File: src/rtl/bus_pkg.sv
// Shared types and constants for the bus hub.
package bus_pkg;

  typedef enum logic [2:0] {
    IDLE,
    STROBE,
    WAIT,
    RESP,
    ERR
  } bus_state_e;

  localparam logic [31:0] BUS_ERR_DATA = 32'hDEADBEEF;
  localparam int unsigned IDX_W        = 4;

endpackage

File: src/rtl/bus_addr_decoder.sv
// Base/mask address match with lowest-index priority.
module bus_addr_decoder
  import bus_pkg::*;
#(
  parameter int unsigned               N_DEVICES = 5,
  parameter logic [32*N_DEVICES-1:0]   DEV_BASE  = '0,
  parameter logic [32*N_DEVICES-1:0]   DEV_MASK  = '0
) (
  input  logic [31:0]      addr,
  output logic             hit,
  output logic [IDX_W-1:0] idx
);

  always_comb begin
    hit = 1'b0;
    idx = '0;
    for (int unsigned i = 0; i < N_DEVICES; i++) begin
      if (!hit && ((addr & DEV_MASK[32*i +: 32]) ==
                   (DEV_BASE[32*i +: 32] & DEV_MASK[32*i +: 32]))) begin
        hit = 1'b1;
        idx = IDX_W'(i);
      end
    end
  end

endmodule

File: src/rtl/bus_hub_n.sv
// Single-master hub: decodes a host request to one of N device ports,
// waits for completion with a timeout, and reports sticky bus errors.
module bus_hub_n
  import bus_pkg::*;
#(
  parameter int unsigned             N_DEVICES      = 5,
  parameter logic [32*N_DEVICES-1:0] DEV_BASE       = '0,
  parameter logic [32*N_DEVICES-1:0] DEV_MASK       = '0,
  parameter int unsigned             TIMEOUT_CYCLES = 255,
  parameter logic [31:0]             ERR_DATA       = BUS_ERR_DATA
) (
  input  logic                      clk,
  input  logic                      rst_n,
  input  logic [31:0]               host_address,
  input  logic [31:0]               host_data_write,
  input  logic [3:0]                host_write_mask,
  input  logic                      host_ren,
  input  logic                      host_wen,
  output logic [31:0]               host_data_read,
  output logic                      host_ready,
  output logic [32*N_DEVICES-1:0]   device_address,
  output logic [32*N_DEVICES-1:0]   device_data_write,
  output logic [4*N_DEVICES-1:0]    device_write_mask,
  output logic [N_DEVICES-1:0]      device_ren,
  output logic [N_DEVICES-1:0]      device_wen,
  output logic [N_DEVICES-1:0]      device_active,
  input  logic [N_DEVICES-1:0]      device_ready,
  input  logic [32*N_DEVICES-1:0]   device_data_read,
  output logic                      bus_error,
  output logic [31:0]               error_address,
  input  logic                      error_clear
);

  logic [1:0]       rst_sync;
  logic             rst_i_n;
  bus_state_e       state_q, state_d;
  logic [31:0]      addr_q, wdata_q, rdata_q, err_addr_q;
  logic [3:0]       wmask_q;
  logic [IDX_W-1:0] idx_q, dec_idx;
  logic             is_read_q, bus_error_q, dec_hit;
  logic [15:0]      cnt_q;
  logic             sel_ready;
  logic [31:0]      sel_rdata;
  logic             req;

  // Assert asynchronously, release two clocks after rst_n rises.
  always_ff @(posedge clk or negedge rst_n) begin
    if (!rst_n) rst_sync <= '0;
    else        rst_sync <= {rst_sync[0], 1'b1};
  end
  assign rst_i_n = rst_sync[1];

  bus_addr_decoder #(
    .N_DEVICES (N_DEVICES),
    .DEV_BASE  (DEV_BASE),
    .DEV_MASK  (DEV_MASK)
  ) u_dec (
    .addr (host_address),
    .hit  (dec_hit),
    .idx  (dec_idx)
  );

  assign req = host_ren | host_wen;

  always_comb begin
    sel_ready = 1'b0;
    sel_rdata = '0;
    for (int unsigned i = 0; i < N_DEVICES; i++) begin
      if (idx_q == IDX_W'(i)) begin
        sel_ready = device_ready[i];
        sel_rdata = device_data_read[32*i +: 32];
      end
    end
  end

  always_comb begin
    state_d = state_q;
    case (state_q)
      IDLE:   if (req) state_d = (!dec_hit || (host_ren && host_wen)) ? ERR : STROBE;
      STROBE: state_d = sel_ready ? RESP : WAIT;
      WAIT: begin
        if (sel_ready)                                  state_d = RESP;
        else if (cnt_q == 16'(TIMEOUT_CYCLES - 1))      state_d = ERR;
      end
      RESP:   state_d = IDLE;
      ERR:    state_d = IDLE;
      default: state_d = IDLE;
    endcase
  end

  always_ff @(posedge clk or negedge rst_i_n) begin
    if (!rst_i_n) begin
      state_q     <= IDLE;
      addr_q      <= '0;
      wdata_q     <= '0;
      wmask_q     <= '0;
      idx_q       <= '0;
      is_read_q   <= 1'b0;
      rdata_q     <= '0;
      cnt_q       <= '0;
      bus_error_q <= 1'b0;
      err_addr_q  <= '0;
    end else begin
      state_q <= state_d;
      case (state_q)
        IDLE: begin
          if (error_clear) bus_error_q <= 1'b0;
          if (req) begin
            addr_q    <= host_address;
            wdata_q   <= host_data_write;
            wmask_q   <= host_write_mask;
            idx_q     <= dec_idx;
            is_read_q <= host_ren;
            rdata_q   <= '0;
            cnt_q     <= '0;
          end
        end
        STROBE, WAIT: begin
          if (sel_ready && is_read_q) rdata_q <= sel_rdata;
          if (state_q == WAIT)        cnt_q   <= cnt_q + 16'd1;
        end
        ERR: begin
          bus_error_q <= 1'b1;
          if (!bus_error_q) err_addr_q <= addr_q;
        end
        default: ;
      endcase
    end
  end

  // Device-side outputs are pure decodes of state and latched request,
  // so reset zeroes them in the same cycle.
  always_comb begin
    host_ready        = (state_q == RESP) || (state_q == ERR);
    host_data_read    = '0;
    device_address    = '0;
    device_data_write = '0;
    device_write_mask = '0;
    device_ren        = '0;
    device_wen        = '0;
    device_active     = '0;
    if (state_q == RESP)     host_data_read = rdata_q;
    else if (state_q == ERR) host_data_read = ERR_DATA;
    for (int unsigned i = 0; i < N_DEVICES; i++) begin
      if ((idx_q == IDX_W'(i)) &&
          ((state_q == STROBE) || (state_q == WAIT) || (state_q == RESP))) begin
        device_address[32*i +: 32]   = addr_q & ~DEV_MASK[32*i +: 32];
        device_data_write[32*i +: 32] = wdata_q;
        device_write_mask[4*i +: 4]  = wmask_q;
        device_active[i]             = (state_q != RESP);
        device_ren[i]                = (state_q == STROBE) && is_read_q;
        device_wen[i]                = (state_q == STROBE) && !is_read_q;
      end
    end
  end

  assign bus_error     = bus_error_q;
  assign error_address = err_addr_q;

endmodule
File: config.mk
export PLATFORM = sky130hd
export DESIGN_NAME = bus_hub_n
export DESIGN_NICKNAME = d
export VERILOG_FILES = /design/src/rtl/bus_pkg.sv /design/src/rtl/bus_addr_decoder.sv /design/src/rtl/bus_hub_n.sv
export SDC_FILE = /design/constraint.sdc
export NUM_CORES = 1
export LEC_CHECK = 0
export BUFFER_PORTS_ARGS = -buffer_cell sky130_fd_sc_hd__buf_2
export CELL_PAD_IN_SITES_DETAIL_PLACEMENT = 0
export CELL_PAD_IN_SITES_GLOBAL_PLACEMENT = 1
export CORE_AREA = 2 2 259 261
export DETAILED_ROUTE_END_ITERATION = 7
export DIE_AREA = 0 0 261 263
export HOLD_SLACK_MARGIN = 0.1
export PLACE_DENSITY = 0.42
export SKIP_LAST_GASP = 1
export SLEW_MARGIN = 30
export SYNTH_ARGS = -nofsm -noshare
export SYNTH_HDL_FRONTEND = slang
export SYNTH_SLANG_ARGS = --single-unit
export TNS_END_PERCENT = 100
File: constraint.sdc
create_clock -name clk -period 8.9 [get_ports clk]
set_clock_uncertainty 0.2 [all_clocks]
set_input_delay 1.335 -clock clk [delete_from_list [all_inputs] [get_ports clk]]
set_output_delay 1.335 -clock clk [all_outputs]
set_load 0.01 [all_outputs]
==> impl_metrics.ini, run 1 <==
[place]
hpwl_um = 20300
gp_congestion = 0.687
io_buffers = 242
dpl_cell_area_sq_um = 10200
pre_cts_slack_ns = 5.55

[run_status]
status = finished, final reports clean

[clock_network]
clock-root-buffer = clkbuf_16
clk_path_buf_depth = 2
clk-insertion-delay-late_ns = 0.47
postCtsSetupBuffers = 0
cts.sinks = 155
h-tree-depth = 4
cts_resized = 0
clkTransAtPathRegs_ns = 0.07
hold_buffers = 0
cts_tree = yes
cts_inserted_buffers = 17

[worst_setup_path]
r2r-end = wdata_q[11]
rr_startpoint = state_q[2]
crit_arrival_ns = 2.29
critical_path_class = reg2out
cp_max_fo = 25
crit_chain = nor2_1 -> and2_1 -> buf_4 -> a21o_1 -> buf_2
required_ns = 7.36
cp-startpoint = state_q[1]
r2r_cells = 5
critPathTopFamily = simple AND/OR/NAND/NOR gates
ff2ff_setup_slack_ns = 5.92
slowest_delay_ns = 0.48
path_depth = 5
critical_path_buf_inv_count = 2
critPathLaunchType = flip-flop
endpoint = host_data_read[11]
end_kind = output pin
critical-path-slowest-cell = dfrtp_1

[cells_and_area]
syn_to_final_growth_pct = 19.0
num-fill-cells = 7540
final_area_sq_um = 10800
final_nets = 1486
num_antenna_cells = 0
post-route-util_pct = 16.4
drive_gt1_share_pct = 25.8

[floorplanning]
die_h_um = 263
die-area_sq_um = 68600
die_w_um = 261
num_io_pins = 659
core_sq_um = 65600
start_util_pct = 13.8
rows = 94

[synth]
synth_seq_area_share_pct = 42.8
syn_inst = 1027
ys_types = 44
syn_area_per_cell_sq_um = 8.83
yosys.area_share.xor_xnor_pct = 0.773
synthMuxAreaShare_pct = 3.97
synth_area_leader_cell = dfrtp_1
async_reset_ff_share_pct = 100
synth_edf_count = 0
synthesis.area_sq_um = 9070
synth-adder-area-share_pct = 0.276
synth_top_area_share_pct = 42.8
synth-simple-area-share_pct = 19.6
synth_top_cells_by_area = dfrtp_1, buf_4, nand2_1
synthFlopType = dfrtp_1
synth_top_family_by_area = buffers and inverters
ys_seq_elements = 155
ys_warn_count = 0
synth_compound_area_share_pct = 5.35

[run]
max-cap-violations = 0

[sta]
max_slew.worst_pin.slew_ns = 0.818
hold_viol = 0
fin_crit_sh_pct = 42.9
finalCriticalPeriod_ns = 3.82
rsz0062_at_grt = no
maxSlewHeadroom_pct = 45.5
setup_violations = 0
timing.final.ws_setup_ns = 5.08
timing.fmax_mhz = 262
setup_tns_ns = 0
drv_slew = 0

[detailed_routing]
wirelength_um = 28700
viasPerCell = 3.08
drtIter0Drc = 197
via_count = 6538
drc_errors = 0
drtAntennaViolNets = 0
firstDrtPassIters = 4
wire_per_inst_um = 13.5

[global_route]
grt_pass1_wl_um = 42400
grt_overflow = 0
grt_pass1_vias = 6301
antenna_found_initial = 1
track_usage_pct = 8.38
grt_max_degree = 69

[worst_hold_path]
hold_path_class = reg2reg

[power_and_ir_drop]
power.density_nw_per_um2 = 308
vdd_ir_drop_max_v = 0.000140
power_leakage_uw = 0.00598
report_power, final:
part	leakage, uW	internal (uW)	switching, uW
sequential	0.00198	989	182
clock	0.000292	415	362
combinational	0.00370	510	861
metrics by stage:
step	hold slack [ns]	total power (uW)	cells
floorplan	0.131	2070	1310
global placement	0.138	2610	2091
detailed placement	0.142	2610	2091
CTS	0.158	3430	2123
global route	0.179	3620	2123
finish	0.153	3320	2123
registers in the layout (all words and copies together) (netlist names), 2 cells and up:
name,count
cnt_q,16
state_q,3
rst_sync,2
rdata_q,32
addr_q,32
error_address,32
wdata_q,32
wmask_q,4
worst min-delay path by stage:
stage | start | to | cells past startpoint
6_report | rst_sync[0] | rst_sync[1] | 0
3_3_place_gp | rst_sync[0] | rst_sync[1] | 0
4_1_cts | rst_sync[0] | rst_sync[1] | 0
3_5_place_dp | rst_sync[0] | rst_sync[1] | 0
5_1_grt | rst_sync[0] | rst_sync[1] | 0
2_1_floorplan | rst_sync[0] | rst_sync[1] | 0
placed cells by master, fill, tap and decap left out, types with 25 or more instances in the layout:
| cell | synthesis | layout |
|---|---|---|
| nand2_1 | 218 | 218 |
| mux2_2 | 32 | 32 |
| and2_1 | 77 | 77 |
| buf_2 | 6 | 242 |
| o21ai_0 | 38 | 38 |
| nand3_1 | 36 | 36 |
| conb_1 | 2 | 285 |
| inv_1 | 34 | 34 |
| a21o_1 | 25 | 25 |
| dfrtp_1 | 155 | 154 |
kinds of logic after synthesis:
kind of cell             count (synthesis)
AO/OA/AOI/OAI                           80
AND/OR/NAND/NOR                        380
multiplexers                            32
flip-flops                             155
buffers and inverters                  368
adder cells (fa/ha/maj)                  2
other                                    2
XOR/XNOR                                 8
cell usage after synthesis (all sizes together) (3+ instances only):
cell type and n:
nor3 6, inv 34, nand2 218, buf 292
a21oi 8, and2 77, o31ai 3, nor4 5
dfrtp 155, nor2 10, a21o 25, clkbuf 42
or3 5, mux2 32, nand3 36, or4 5
or2 3, xnor2 6, o21ai 39
routing by layer:
layer	share of wire, %	track usage, %	up-vias
met3	7.1	2.87	24
li1	-	-	3102
met5	0.028	0	-
met4	1.8	3.36	2
met2	47	13.2	263
met1	44	10.4	3147
layout make-up:
| cell class | count | area (sq um) | share of cell area, % |
|---|---|---|---|
| Sequential cell | 155 | 3880 | 36.0 |
| Clock buffer | 20 | 467 | 4.32 |
| Tap cell | 864 | 1080 | 10.0 |
| Multi-Input combinational cell | 787 | 3830 | 35.5 |
| Clock inverter | 12 | 126 | 1.17 |
| Timing Repair Buffer | 251 | 1280 | 11.8 |
| Inverter | 34 | 128 | 1.18 |
(Power assumes the default switching activity.)
==> inputs of run 2 (changes only) <==
- ABC_AREA: unset -> 1
- CORE_AREA: 2 2 259 261 -> 2 2 255 257
- DIE_AREA: 0 0 261 263 -> 0 0 257 259
- PLACE_DENSITY: 0.42 -> 0.44
- clock period: 8.9 -> 4 ns (I/O delays scaled with it)
==> impl_metrics.ini, run 2 <==
[clock_network]
cts_tree = yes
clk-insertion-delay-late_ns = 0.47
cts_resized = 0
cts_inserted_buffers = 17
clock-root-buffer = clkbuf_16
clk_path_buf_depth = 2
clkTransAtPathRegs_ns = 0.07
cts.sinks = 155
h-tree-depth = 4

[global_route]
grt_overflow = 0
grt_pass1_vias = 6703
grt_pass1_wl_um = 40200
antenna_found_initial = 3
grt_max_degree = 184
track_usage_pct = 8.00

[power_and_ir_drop]
vdd_ir_drop_max_v = 0.000268
power_leakage_uw = 0.00609
power.density_nw_per_um2 = 742

[worst_setup_path]
critPathLaunchType = flip-flop
crit_chain = nor3_4 -> buf_4 -> clkinv_1 -> nor2_1 -> buf_2
r2r_cells = 9
required_ns = 3.20
critical-path-slowest-cell = clkinv_1
critical_path_class = reg2out
crit_arrival_ns = 2.33
critPathTopFamily = buffers and inverters
slowest_delay_ns = 0.46
critical_path_buf_inv_count = 3
path_depth = 5
cp_max_fo = 25
end_kind = output pin

[place]
pre_cts_slack_ns = 1.25
gp_congestion = 0.739
io_buffers = 242
hpwl_um = 19300

[run_status]
status = finished, final reports clean

[detailed_routing]
via_count = 7047
drc_errors = 0
drtIter0Drc = 229
viasPerCell = 3.13
wire_per_inst_um = 12.2
wirelength_um = 27400
firstDrtPassIters = 4
drtAntennaViolNets = 0

[synth]
synth_common_cells = buf_4, nor2_1, nand2_1, dfrtp_1, inv_1
ys_seq_elements = 155
synth_top_area_share_pct = 42.1
synthFlopType = dfrtp_1
async_reset_ff_share_pct = 100
syn_area_per_cell_sq_um = 7.98
syn_inst = 1154
ys_types = 24
synthesis.area_sq_um = 9210
ys_warn_count = 0
synth_area_leader_cell = dfrtp_1
yosysMostFrequentCell = buf_4
synth_edf_count = 0
synth_seq_area_share_pct = 42.1
synth_top_cells_by_area = dfrtp_1, buf_4, nor2_1

[floorplanning]
die_h_um = 259
die_w_um = 257
start_util_pct = 14.4
die-area_sq_um = 66600
core_sq_um = 63900
num_io_pins = 659
rows = 93

[sta]
fin_crit_sh_pct = 78.3
finalCriticalPeriod_ns = 3.13
timing.final.ws_setup_ns = 0.868
timing.fmax_mhz = 319
maxSlewHeadroom_pct = 39.2
rsz0062_at_grt = no
drv_slew = 0
hold_viol = 0
max_slew.worst_pin.slew_ns = 0.913
setup_violations = 0
setup_tns_ns = 0

[cells_and_area]
num-fill-cells = 7410
layout_commonest_cell = conb_1
syn_to_final_growth_pct = 18.9
final_nets = 1624
drive_gt1_share_pct = 24.1
final_cell_mix = conb_1, buf_2, nor2_1, nand2_1, dfrtp_1

[worst_hold_path]
hold_path_class = reg2reg
hold_depth = 0

[run]
max-cap-violations = 0
-- run 2: cell types whose count changed in the layout (fill, tap and decap cells not counted), sizes merged, moves of 6 or more --
| cell | delta |
|---|---|
| a21o | -25 |
| nor2 | +181 |
| inv | +61 |
| nand3 | +46 |
| xnor2 | -6 |
| nand2 | -47 |
| mux2 | -32 |
| and2 | -77 |
| a21oi | +74 |
-- run 2: what timing repair did --
item,in CTS,in global routing
buffers inserted,0,0
endpoints found under the hold margin,6,0
hold buffers,5,0
-- run 2: worst reg2reg max path: stages, from the launching register on --
cell	delay, ns
dfrtp_1	0.39
inv_2	0.13
nand2_2	0.11
nor2_2	0.28
nor2_1	0.09
nand2_2	0.06
buf_4	0.36
nand2_2	0.52
nand3_1	0.29
nand2_1	0.07
-- run 2: path summary, 6_finish.rpt --
path,start,endpoint,slack (ns)
worst max-delay path,state_q[2],host_data_read[22],0.87
worst min-delay path,rst_sync[0],rst_sync[1],0.15
worst max register to register,state_q[1],rdata_q[15],1.38
worst min register to register,rst_sync[0],rst_sync[1],0.15
max in group asynchronous,rst_sync[1],addr_q[18],2.51
min in group asynchronous,rst_sync[1],rdata_q[1],0.21
-- run 2: through the flow --
step           area (sq um)  power (uW)  util [%]  instances  hold WS [ns]
6_report              10900        8120      17.1       2253         0.145
5_1_grt               10900        8880      17.1       2252         0.132
4_1_cts               10900        8360      17.1       2251         0.101
3_5_place_dp          10300        6640      16.1       2214         0.137
3_3_place_gp          10300        6620      16.1       2214         0.138
2_1_floorplan         10300        5180         -       1437         0.104
-- run 2: logic make-up (layout without fill, tap and decap cells) --
group           count (synthesis)  in the layout  synth area share (%)
compound gates                119            119                  7.88
flops                         155            155                  42.1
simple gates                  448            448                  19.7
buf+inv                       428            388                  30.0
fa+ha+maj                       2              2                 0.272
other cells                     2            286                0.0815
-- run 2: layout make-up --
cell class / instances / area (sq um) / area share [%]
Sequential cell: 155 / 3880 / 35.5
Inverter: 95 / 357 / 3.26
Clock inverter: 12 / 101 / 0.926
Multi-Input combinational cell: 854 / 3660 / 33.4
Clock buffer: 20 / 467 / 4.26
Antenna cell: 1 / 2.50 / 0.0229
Timing Repair Buffer: 261 / 1410 / 12.9
Tap cell: 855 / 1070 / 9.77
-- run 2: per-layer routing --
layer	part of all wire, %	wire, um	track usage, %	vias to the layer above
met5	0.026	7	0	-
met4	1.8	501	3.52	2
met3	5.9	1610	2.38	25
met2	47	12800	12.5	273
met1	46	12500	10.2	3283
li1	-	-	-	3464
-- run 2: power by group --
part / internal, uW / switching (uW) / leakage [uW]
Clock: 858 / 775 / 0.000277
Sequential: 2180 / 245 / 0.00187
Combinational: 1290 / 2770 / 0.00395
